### config.mk
export PLATFORM = sky130hd
export DESIGN_NAME = bram_result_reader
export DESIGN_NICKNAME = d
export VERILOG_FILES = /design/src/rtl/bram_result_reader_pkg.sv /design/src/rtl/bram_result_reader_rd_skid_fifo.sv /design/src/rtl/bram_result_reader.sv
export SDC_FILE = /design/constraint.sdc
export NUM_CORES = 1
export LEC_CHECK = 0
export CELL_PAD_IN_SITES_DETAIL_PLACEMENT = 1
export CELL_PAD_IN_SITES_GLOBAL_PLACEMENT = 1
export CORE_MARGIN = 8
export CORE_UTILIZATION = 43
export DETAILED_ROUTE_END_ITERATION = 6
export PLACE_DENSITY = 0.88
export SKIP_CTS_REPAIR_TIMING = 1
export SYNTH_ARGS = -nofsm -noshare
export SYNTH_HDL_FRONTEND = slang
export SYNTH_SLANG_ARGS = --single-unit
### constraint.sdc
create_clock -name clk -period 5.4 [get_ports clk]
set_clock_uncertainty 0.05 [all_clocks]
set_input_delay 1.62 -clock clk [delete_from_list [all_inputs] [get_ports clk]]
set_output_delay 1.62 -clock clk [all_outputs]
set_load 0.01 [all_outputs]
### src/rtl/bram_result_reader_pkg.sv
`default_nettype none
// ============================================================================
//  Package     : bram_result_reader_pkg
//  Description : Shared state encodings, default widths and result-word
//                layout for the result BRAM reader.
//  Revision    : 1.0 - initial release
// ============================================================================
package bram_result_reader_pkg;

   // Control FSM encoding, shared with the data mover that fills the BRAM
   typedef enum logic [1:0] {
      S_IDLE = 2'b00,
      S_RUN  = 2'b01,
      S_DONE = 2'b10
   } state_t;

   // Default widths
   localparam int DEF_CNT_BIT  = 31;
   localparam int DEF_DWIDTH   = 32;
   localparam int DEF_AWIDTH   = 12;
   localparam int DEF_MEM_SIZE = 4096;

   // Each word packs one result per multiplier core, core 0 in the MSBs
   localparam int NUM_CORE    = 2;
   localparam int CORE_DWIDTH = DEF_DWIDTH / NUM_CORE;

   // Extract the result of one core from a packed result word
   function automatic logic [CORE_DWIDTH-1:0] core_result(
      input logic [DEF_DWIDTH-1:0] word,
      input int                    core
   );
      return word[DEF_DWIDTH-1-core*CORE_DWIDTH -: CORE_DWIDTH];
   endfunction

endpackage
`default_nettype wire

### src/rtl/bram_result_reader_rd_skid_fifo.sv
`default_nettype none
// ============================================================================
//  Module      : bram_result_reader_rd_skid_fifo
//  Description : Two-entry FIFO holding BRAM read data that the downstream
//                stream has not yet accepted. Push and pop in the same cycle
//                leave the occupancy unchanged.
//  Revision    : 1.0 - initial release
// ============================================================================
module bram_result_reader_rd_skid_fifo #(
   parameter int DWIDTH = 32
) (
   input  logic              clk,
   input  logic              reset_n,
   input  logic              push,
   input  logic [DWIDTH-1:0] push_data,
   input  logic              pop,
   output logic [1:0]        count,
   output logic [DWIDTH-1:0] head
);

   logic [DWIDTH-1:0] mem_q [2];
   logic [DWIDTH-1:0] mem_d [2];
   logic              wr_ptr_q, wr_ptr_d;
   logic              rd_ptr_q, rd_ptr_d;
   logic [1:0]        count_q,  count_d;

   // Next-state: write at the tail, advance the head, track occupancy
   always_comb begin
      mem_d    = mem_q;
      wr_ptr_d = wr_ptr_q;
      rd_ptr_d = rd_ptr_q;
      count_d  = count_q;
      if (push) begin
         mem_d[wr_ptr_q] = push_data;
         wr_ptr_d        = ~wr_ptr_q;
      end
      if (pop) begin
         rd_ptr_d = ~rd_ptr_q;
      end
      case ({push, pop})
         2'b10:   count_d = count_q + 2'd1;
         2'b01:   count_d = count_q - 2'd1;
         default: count_d = count_q;
      endcase
   end

   // Storage and pointer registers; reset clears every entry
   always_ff @(posedge clk or negedge reset_n) begin
      if (!reset_n) begin
         mem_q[0] <= '0;
         mem_q[1] <= '0;
         wr_ptr_q <= 1'b0;
         rd_ptr_q <= 1'b0;
         count_q  <= 2'd0;
      end else begin
         mem_q[0] <= mem_d[0];
         mem_q[1] <= mem_d[1];
         wr_ptr_q <= wr_ptr_d;
         rd_ptr_q <= rd_ptr_d;
         count_q  <= count_d;
      end
   end

   assign count = count_q;
   assign head  = mem_q[rd_ptr_q];

endmodule
`default_nettype wire

### src/rtl/bram_result_reader.sv
`default_nettype none
// ============================================================================
//  Module      : bram_result_reader
//  Description : Drains the mul-core result BRAM through one BRAM port and
//                presents each word on a valid/ready stream, with run/idle/
//                done control. Reads are issued only while the skid buffer
//                plus the read in flight leaves room, so backpressure never
//                loses BRAM data. When the buffer is empty, the word arriving
//                from the BRAM is presented directly so that the stream runs
//                one word per cycle with two cycles of start latency.
//  Options     : BRAM_READER_LAST_EN - adds o_m_last on the final word.
//  Revision    : 1.0 - initial release
// ============================================================================
module bram_result_reader
   import bram_result_reader_pkg::*;
#(
   parameter int CNT_BIT  = DEF_CNT_BIT,
   parameter int DWIDTH   = DEF_DWIDTH,
   parameter int AWIDTH   = DEF_AWIDTH,
   parameter int MEM_SIZE = DEF_MEM_SIZE
) (
   input  logic               clk,
   input  logic               reset_n,
   input  logic               i_run,
   input  logic [CNT_BIT-1:0] i_num_cnt,
   output logic               o_idle,
   output logic               o_read,
   output logic               o_done,
   output logic [AWIDTH-1:0]  addr_b,
   output logic               ce_b,
   output logic               we_b,
   input  logic [DWIDTH-1:0]  q_b,
   output logic [DWIDTH-1:0]  d_b,
   output logic               o_m_valid,
   input  logic               i_m_ready,
`ifdef BRAM_READER_LAST_EN
   output logic               o_m_last,
`endif
   output logic [DWIDTH-1:0]  o_m_data
);

   localparam logic [CNT_BIT-1:0] CNT_ONE = CNT_BIT'(1);

   generate
      if (MEM_SIZE != (1 << AWIDTH) || CNT_BIT < AWIDTH) begin : g_param_check
         $error("bram_result_reader: MEM_SIZE must be 2**AWIDTH and CNT_BIT >= AWIDTH");
      end
   endgenerate

   state_t             state_q,    state_d;
   logic [CNT_BIT-1:0] num_cnt_q,  num_cnt_d;
   logic [CNT_BIT-1:0] rd_cnt_q,   rd_cnt_d;
   logic [CNT_BIT-1:0] out_cnt_q,  out_cnt_d;
   logic               inflight_q, inflight_d;

   logic [1:0]         buf_cnt;
   logic [DWIDTH-1:0]  buf_head;
   logic               buf_empty;
   logic               pop;
   logic               fifo_push;
   logic               fifo_pop;
   logic               issue;
   logic               is_last;
   logic [2:0]         occ;

   // Stream side: buffer head first, otherwise the word landing from the BRAM
   always_comb begin
      buf_empty = (buf_cnt == 2'd0);
      o_m_valid = !buf_empty || inflight_q;
      if (!buf_empty) begin
         o_m_data = buf_head;
      end else if (inflight_q) begin
         o_m_data = q_b;
      end else begin
         o_m_data = '0;
      end
      pop       = o_m_valid && i_m_ready;
      // A landing word accepted straight through never enters the buffer
      fifo_push = inflight_q && !(buf_empty && pop);
      fifo_pop  = pop && !buf_empty;
      is_last   = (out_cnt_q == num_cnt_q - CNT_ONE);
      // Words held after this cycle, before any new read is issued
      occ       = {1'b0, buf_cnt} + {2'b00, inflight_q} - {2'b00, pop};
      issue     = (state_q == S_RUN) && (rd_cnt_q < num_cnt_q) && (occ < 3'd2);
   end

   // Control FSM and transfer counters
   always_comb begin
      state_d    = state_q;
      num_cnt_d  = num_cnt_q;
      rd_cnt_d   = rd_cnt_q;
      out_cnt_d  = out_cnt_q;
      inflight_d = issue;
      case (state_q)
         S_IDLE: begin
            if (i_run) begin
               state_d   = S_RUN;
               num_cnt_d = i_num_cnt;
               rd_cnt_d  = '0;
               out_cnt_d = '0;
            end
         end
         S_RUN: begin
            if (issue) begin
               rd_cnt_d = rd_cnt_q + CNT_ONE;
            end
            if (pop) begin
               out_cnt_d = out_cnt_q + CNT_ONE;
            end
            if ((num_cnt_q == '0) || (pop && is_last)) begin
               state_d = S_DONE;
            end
         end
         S_DONE: begin
            state_d = S_IDLE;
         end
         default: begin
            state_d = S_IDLE;
         end
      endcase
   end

   // State and counter registers; reset aborts any transfer in progress
   always_ff @(posedge clk or negedge reset_n) begin
      if (!reset_n) begin
         state_q    <= S_IDLE;
         num_cnt_q  <= '0;
         rd_cnt_q   <= '0;
         out_cnt_q  <= '0;
         inflight_q <= 1'b0;
      end else begin
         state_q    <= state_d;
         num_cnt_q  <= num_cnt_d;
         rd_cnt_q   <= rd_cnt_d;
         out_cnt_q  <= out_cnt_d;
         inflight_q <= inflight_d;
      end
   end

   bram_result_reader_rd_skid_fifo #(
      .DWIDTH    (DWIDTH)
   ) u_rd_skid_fifo (
      .clk       (clk),
      .reset_n   (reset_n),
      .push      (fifo_push),
      .push_data (q_b),
      .pop       (fifo_pop),
      .count     (buf_cnt),
      .head      (buf_head)
   );

   assign o_idle = (state_q == S_IDLE);
   assign o_read = (state_q == S_RUN);
   assign o_done = (state_q == S_DONE);
   assign ce_b   = issue;
   assign addr_b = rd_cnt_q[AWIDTH-1:0];
   assign we_b   = 1'b0;
   assign d_b    = '0;

`ifdef BRAM_READER_LAST_EN
   assign o_m_last = o_m_valid && (state_q == S_RUN) && is_last;
`endif

endmodule
`default_nettype wire
## After elaboration in Yosys (flattened, before gate mapping)

Index checks and enable logic that the tools add are counted.

- Add/sub/neg operators: 7
- $lt $le $gt $ge: 5
- Eq/ne operators: 9
- Muxes and demuxes: 17
- Bitwise logic cells: 4
- Reduce and logical (&&, ||, !) cells: 21

Operators by type and width:

| cell | number |
|---|---|
| 32-bit 2-to-1 mux | 6 |
| 31-bit case mux with 2 select lines | 2 |
| 31-bit 2-to-1 mux | 3 |
| 64-bit bitwise mux | 1 |
| 31-bit by 1-bit adder with 31-bit output (second input constant) | 2 |
| 32-bit demux with 1-bit select | 1 |
| 31-bit equality test | 1 |
| 31-bit logical NOT | 1 |
| 31-bit less-than comparator | 1 |
| 31-bit by 1-bit subtractor with 31-bit output (second input constant) | 1 |
| 1-bit logical AND | 8 |
| 2-bit case mux with 2 select lines | 2 |
| 2-bit by 1-bit != test with 1-bit output (second input constant) | 3 |
| 3-bit AND reduction | 2 |
| 2-bit by 1-bit equality test with 1-bit output (second input constant) | 2 |
| 2-bit equality test (second input constant) | 2 |
| 2-bit >= comparator (second input constant) | 2 |
| 2-bit logical NOT | 2 |
| 2-bit 2-to-1 mux | 2 |
| 1-bit inverter with 2-bit output | 2 |
| 2-bit AND reduction | 2 |
| 2-bit nonzero test | 2 |
| 2-bit by 1-bit adder with 3-bit output | 1 |
| 3-bit by 2-bit less-than comparator with 1-bit output (second input constant) | 1 |
| 8 further kinds | 11 |

- Register bits after elaboration: 164
- Bits of input ports: 67
- Output and inout bits: 82

## Depth between registers and ports, before layout

- Depth in word-level cells: 9
- Gate-level depth with buffers: 12

## Modules after synthesis

A second synthesis with hierarchy kept.

- Cells, all modules: 1061
- Area total of the unflattened synthesis: 10040.9 µm²

By module, submodules not included:

| module | instances | cells each | area an instance (µm²) |
|---|---|---|---|
| bram_result_reader | 1 | 877 | 7115.6 |
| bram_result_reader_rd_skid_fifo | 1 | 184 | 2925.3 |

## Least setup slack after synthesis

No wires, ideal clock.

- Kind: input -> output
- From: in i_m_ready
- To: out ce_b
- Data arrival time: 3.722 ns
- Setup slack: 0.008 ns
- Cell stages on the path: 8
- Buffers on the path: 0
- Cell sequence: o31a_1 -> ha_1 -> nand2b_1 -> fa_1 -> xor2_1 -> nor4b_1 -> o211a_1 -> a21boi_0

- Longest elaborated chain between the ends: 4

Ends and longest elaborated chain:

| what | RTL line | text |
|---|---|---|
| start, declared | bram_result_reader.sv:35 | `input logic i_m_ready,` |
| 1-bit logical AND | bram_result_reader.sv:77 | `pop = o_m_valid && i_m_ready;` |
| 3-bit by 1-bit subtractor with 3-bit output | bram_result_reader.sv:83 | `occ = {1'b0, buf_cnt} + {2'b00, inflight_q} - {2'b00, pop};` |
| 3-bit by 2-bit less-than comparator with 1-bit output | bram_result_reader.sv:84 | `issue = (state_q == S_RUN) && (rd_cnt_q < num_cnt_q) && (occ < 3'd2);` |
| 1-bit logical AND | bram_result_reader.sv:84 |  |
| end, declared | bram_result_reader.sv:30 | `output logic ce_b,` |

No other way between the ends.

## Final worst setup path

Ends and elaborated chain as after synthesis.

==> out/metrics.cfg <==
[setup_path]
slowest_delay_ps=360
reg2regPathDepth=9
crit_slowest_cell=fa_2
crit_cells=11
r2r-start=num_cnt_q[0]
cp_num_buf_inv=3
critPathArrivalTime_ps=3780
crit_chain=clkbuf_2 -> o31a_1 -> ha_1 -> nand2b_4 -> fa_2 -> xor2_1 -> nor4b_2 -> o211a_1 -> a21boi_2 -> buf_4 -> buf_6
crit_type=in2out
cp-end-kind=output pin
path_max_fanout=3
critPathTopFamily=adder cells
crit_required_ps=3730
start_kind=input port
r2r_setup_slack_ps=1360
reg2reg_to=state_q[0]

[timing]
setup_ws_ps=-54.9
rsz0062_at_grt=true
hold_violations=0
relSlewSlack_pct=31.1
fin_crit_ps=5450
slew_violations=0
finalCritPeriodShare_pct=101
tightest_slew_ps=1030
max_clock_freq_mhz=183
setup_viol=1

[power]
p_leak_nw=5.17
p_clk_share_pct=21.5
sequentialPowerShare_pct=35.0
switching_share_pct=39.5
combPwrFrac_pct=43.4
p_per_area_nw_per_um2=478
internal_power_w=0.00347
p_total_w=0.00575
p_switching_w=0.00227
irDropWorstVdd_mv=0.237

[clocking]
cts_buffers=17
clkTransAtPathRegs_ps=70
clockRootBuffer=clkbuf_16
clock_latency_ps=440
cts.sinks=164
htreeDepth=4
cts.path.max_buffers=2
tritoncts=yes

[synth]
yosys_warnings=0
synthArstFlopShare_pct=100
ys.flop_type=dfrtp_1
avgSynthCellArea_um2=9.44
ys_ff_latch=164
yosysUniqueCellTypes=60
syn_area_um2=10200
netlist_instances=1077
synth_edf_count=0
yosysSeqAreaShare_pct=40.4

[place]
gp_congestion=0.868
portBuffers=115
dp_hpwl_um=21700
dp.cells=1453

[job]
drv_cap=0

[finish]
drive_gt1_share_pct=13.3
layout_common_cells=dfrtp_1, clkdlybuf4s50_1, nand2_1
fin_cells=1485
final_common_cell=dfrtp_1
fillCellCount=2639
syn_to_final_growth_pct=18.3
diodes=0
fin_nets=1257

[global_routing]
antenna_found_initial=0
grt_pass1_wl_um=49500
grt_pass1_vias=9130
grt_use_total_pct=21.3
grt-ovfl-total=0
grt_max_degree=92

[outcome]
run_status=complete, but fails checks
failed_checks=negative setup slack

[drt]
drc=0
detail_route.wl_per_cell_um=20.5
viasPerCell=5.68
dr.pass1.iters=5
ant_nets=0
drtIter0Drc=520
totalWireLength_um=30400
vias=8438

[hold_path]
whs_endpoint=u_rd_skid_fifo.mem_q[44]
whs_path_depth=1
holdCritPathClass=reg2reg
hold_start=u_rd_skid_fifo.mem_q[44]

[floorplanning]
die_x_um=170
initial_utilization_pct=43.6
fp-row-count=56
io_pins=149
core_area_um2=23300
die_y_um=170
fp.dieArea_um2=28800

## power by group through the flow
| stage | Clock [W] | Combinational [W] | Sequential (W) |
|---|---|---|---|
| after floorplan | 0 | 0.00160 | 0.00183 |
| after global placement | 0 | 0.00233 | 0.00199 |
| after detailed placement | 0 | 0.00246 | 0.00203 |
| after CTS | 0.00126 | 0.00249 | 0.00201 |
| after global routing | 0.00131 | 0.00271 | 0.00207 |
| final | 0.00124 | 0.00250 | 0.00201 |
## worst max path at each step
stage / endpoint / from / slack [ps]
final: ce_b / i_m_ready / -50
after detailed placement: ce_b / i_m_ready / -1060
after global routing: ce_b / i_m_ready / -140
after CTS: ce_b / i_m_ready / -1080
after floorplan: ce_b / i_m_ready / 8
after global placement: ce_b / i_m_ready / -1000
## state kept, by name, summed over array words and instances (netlist names)
register,flops
u_rd_skid_fifo.mem_q,64
num_cnt_q,31
out_cnt_q,31
rd_cnt_q,31
state_q,2
u_rd_skid_fifo.count,2
inflight_q,1
u_rd_skid_fifo.rd_ptr_q,1
u_rd_skid_fifo.wr_ptr_q,1
## synthesized netlist by cell type, drive strengths merged (3+ instances only)
cell / n / area [um^2]
buf: 64 / 422
mux2i: 55 / 551
a21o: 12 / 90.1
and2: 6 / 37.5
nand3: 66 / 330
and3: 15 / 93.8
or3: 10 / 62.6
nor3: 19 / 95.1
inv: 36 / 135
a31oi: 3 / 18.8
o21ai: 82 / 410
nor2: 50 / 188
xnor2: 37 / 324
and4: 7 / 61.3
o211ai: 6 / 45.0
dfrtp: 164 / 4100
nor2b: 4 / 25.0
nand4: 36 / 225
a2111o: 8 / 90.1
nor4: 12 / 81.3
a211oi: 5 / 37.5
mux2: 66 / 743
a21oi: 39 / 195
nand2b: 6 / 37.5
or4: 12 / 93.8
or2: 22 / 138
xor2: 32 / 280
nand2: 89 / 334
clkbuf: 44 / 165
ha: 36 / 450
## kinds of logic after synthesis
| family | count (synthesis) | share of synthesized area (%) |
|---|---|---|
| simple gates | 363 | 18.5 |
| other cells | 1 | 0.0369 |
| fa+ha+maj | 37 | 4.63 |
| buf+inv | 144 | 7.10 |
| xor+xnor | 69 | 5.95 |
| flops | 164 | 40.4 |
| mux | 121 | 12.7 |
| compound gates | 178 | 10.7 |
## stage by stage
step           TNS, ps  cell area (um^2)  setup slack (ps)  utilization (%)  hold WS, ps
2_1_floorplan        0             10300              7.75                -          419
6_report         -54.9             12000             -54.9             51.5          457
3_5_place_dp     -1060             11400             -1060             48.9          446
5_1_grt           -142             12000              -142             51.5          478
4_1_cts          -1080             12000             -1080             51.4          462
3_3_place_gp      -995             11400              -995             48.9          436
## layer usage
metal,GRT usage [%],up-vias,wire [um]
li1,-,3922,-
met3,3.54,43,1320
met4,6.77,0,692
met2,36.8,202,15300
met5,0,-,0
met1,26.7,4271,13100
## layout make-up
type / instances / area, um^2 / area share, %
Clock inverter: 15 / 175 / 1.46
Clock buffer: 17 / 425 / 3.54
Inverter: 36 / 135 / 1.12
Sequential cell: 164 / 4110 / 34.2
Multi-Input combinational cell: 801 / 5500 / 45.7
Timing Repair Buffer: 133 / 1280 / 10.7
Tap cell: 319 / 399 / 3.32
Note: power is estimated with default switching activity, not from simulation.
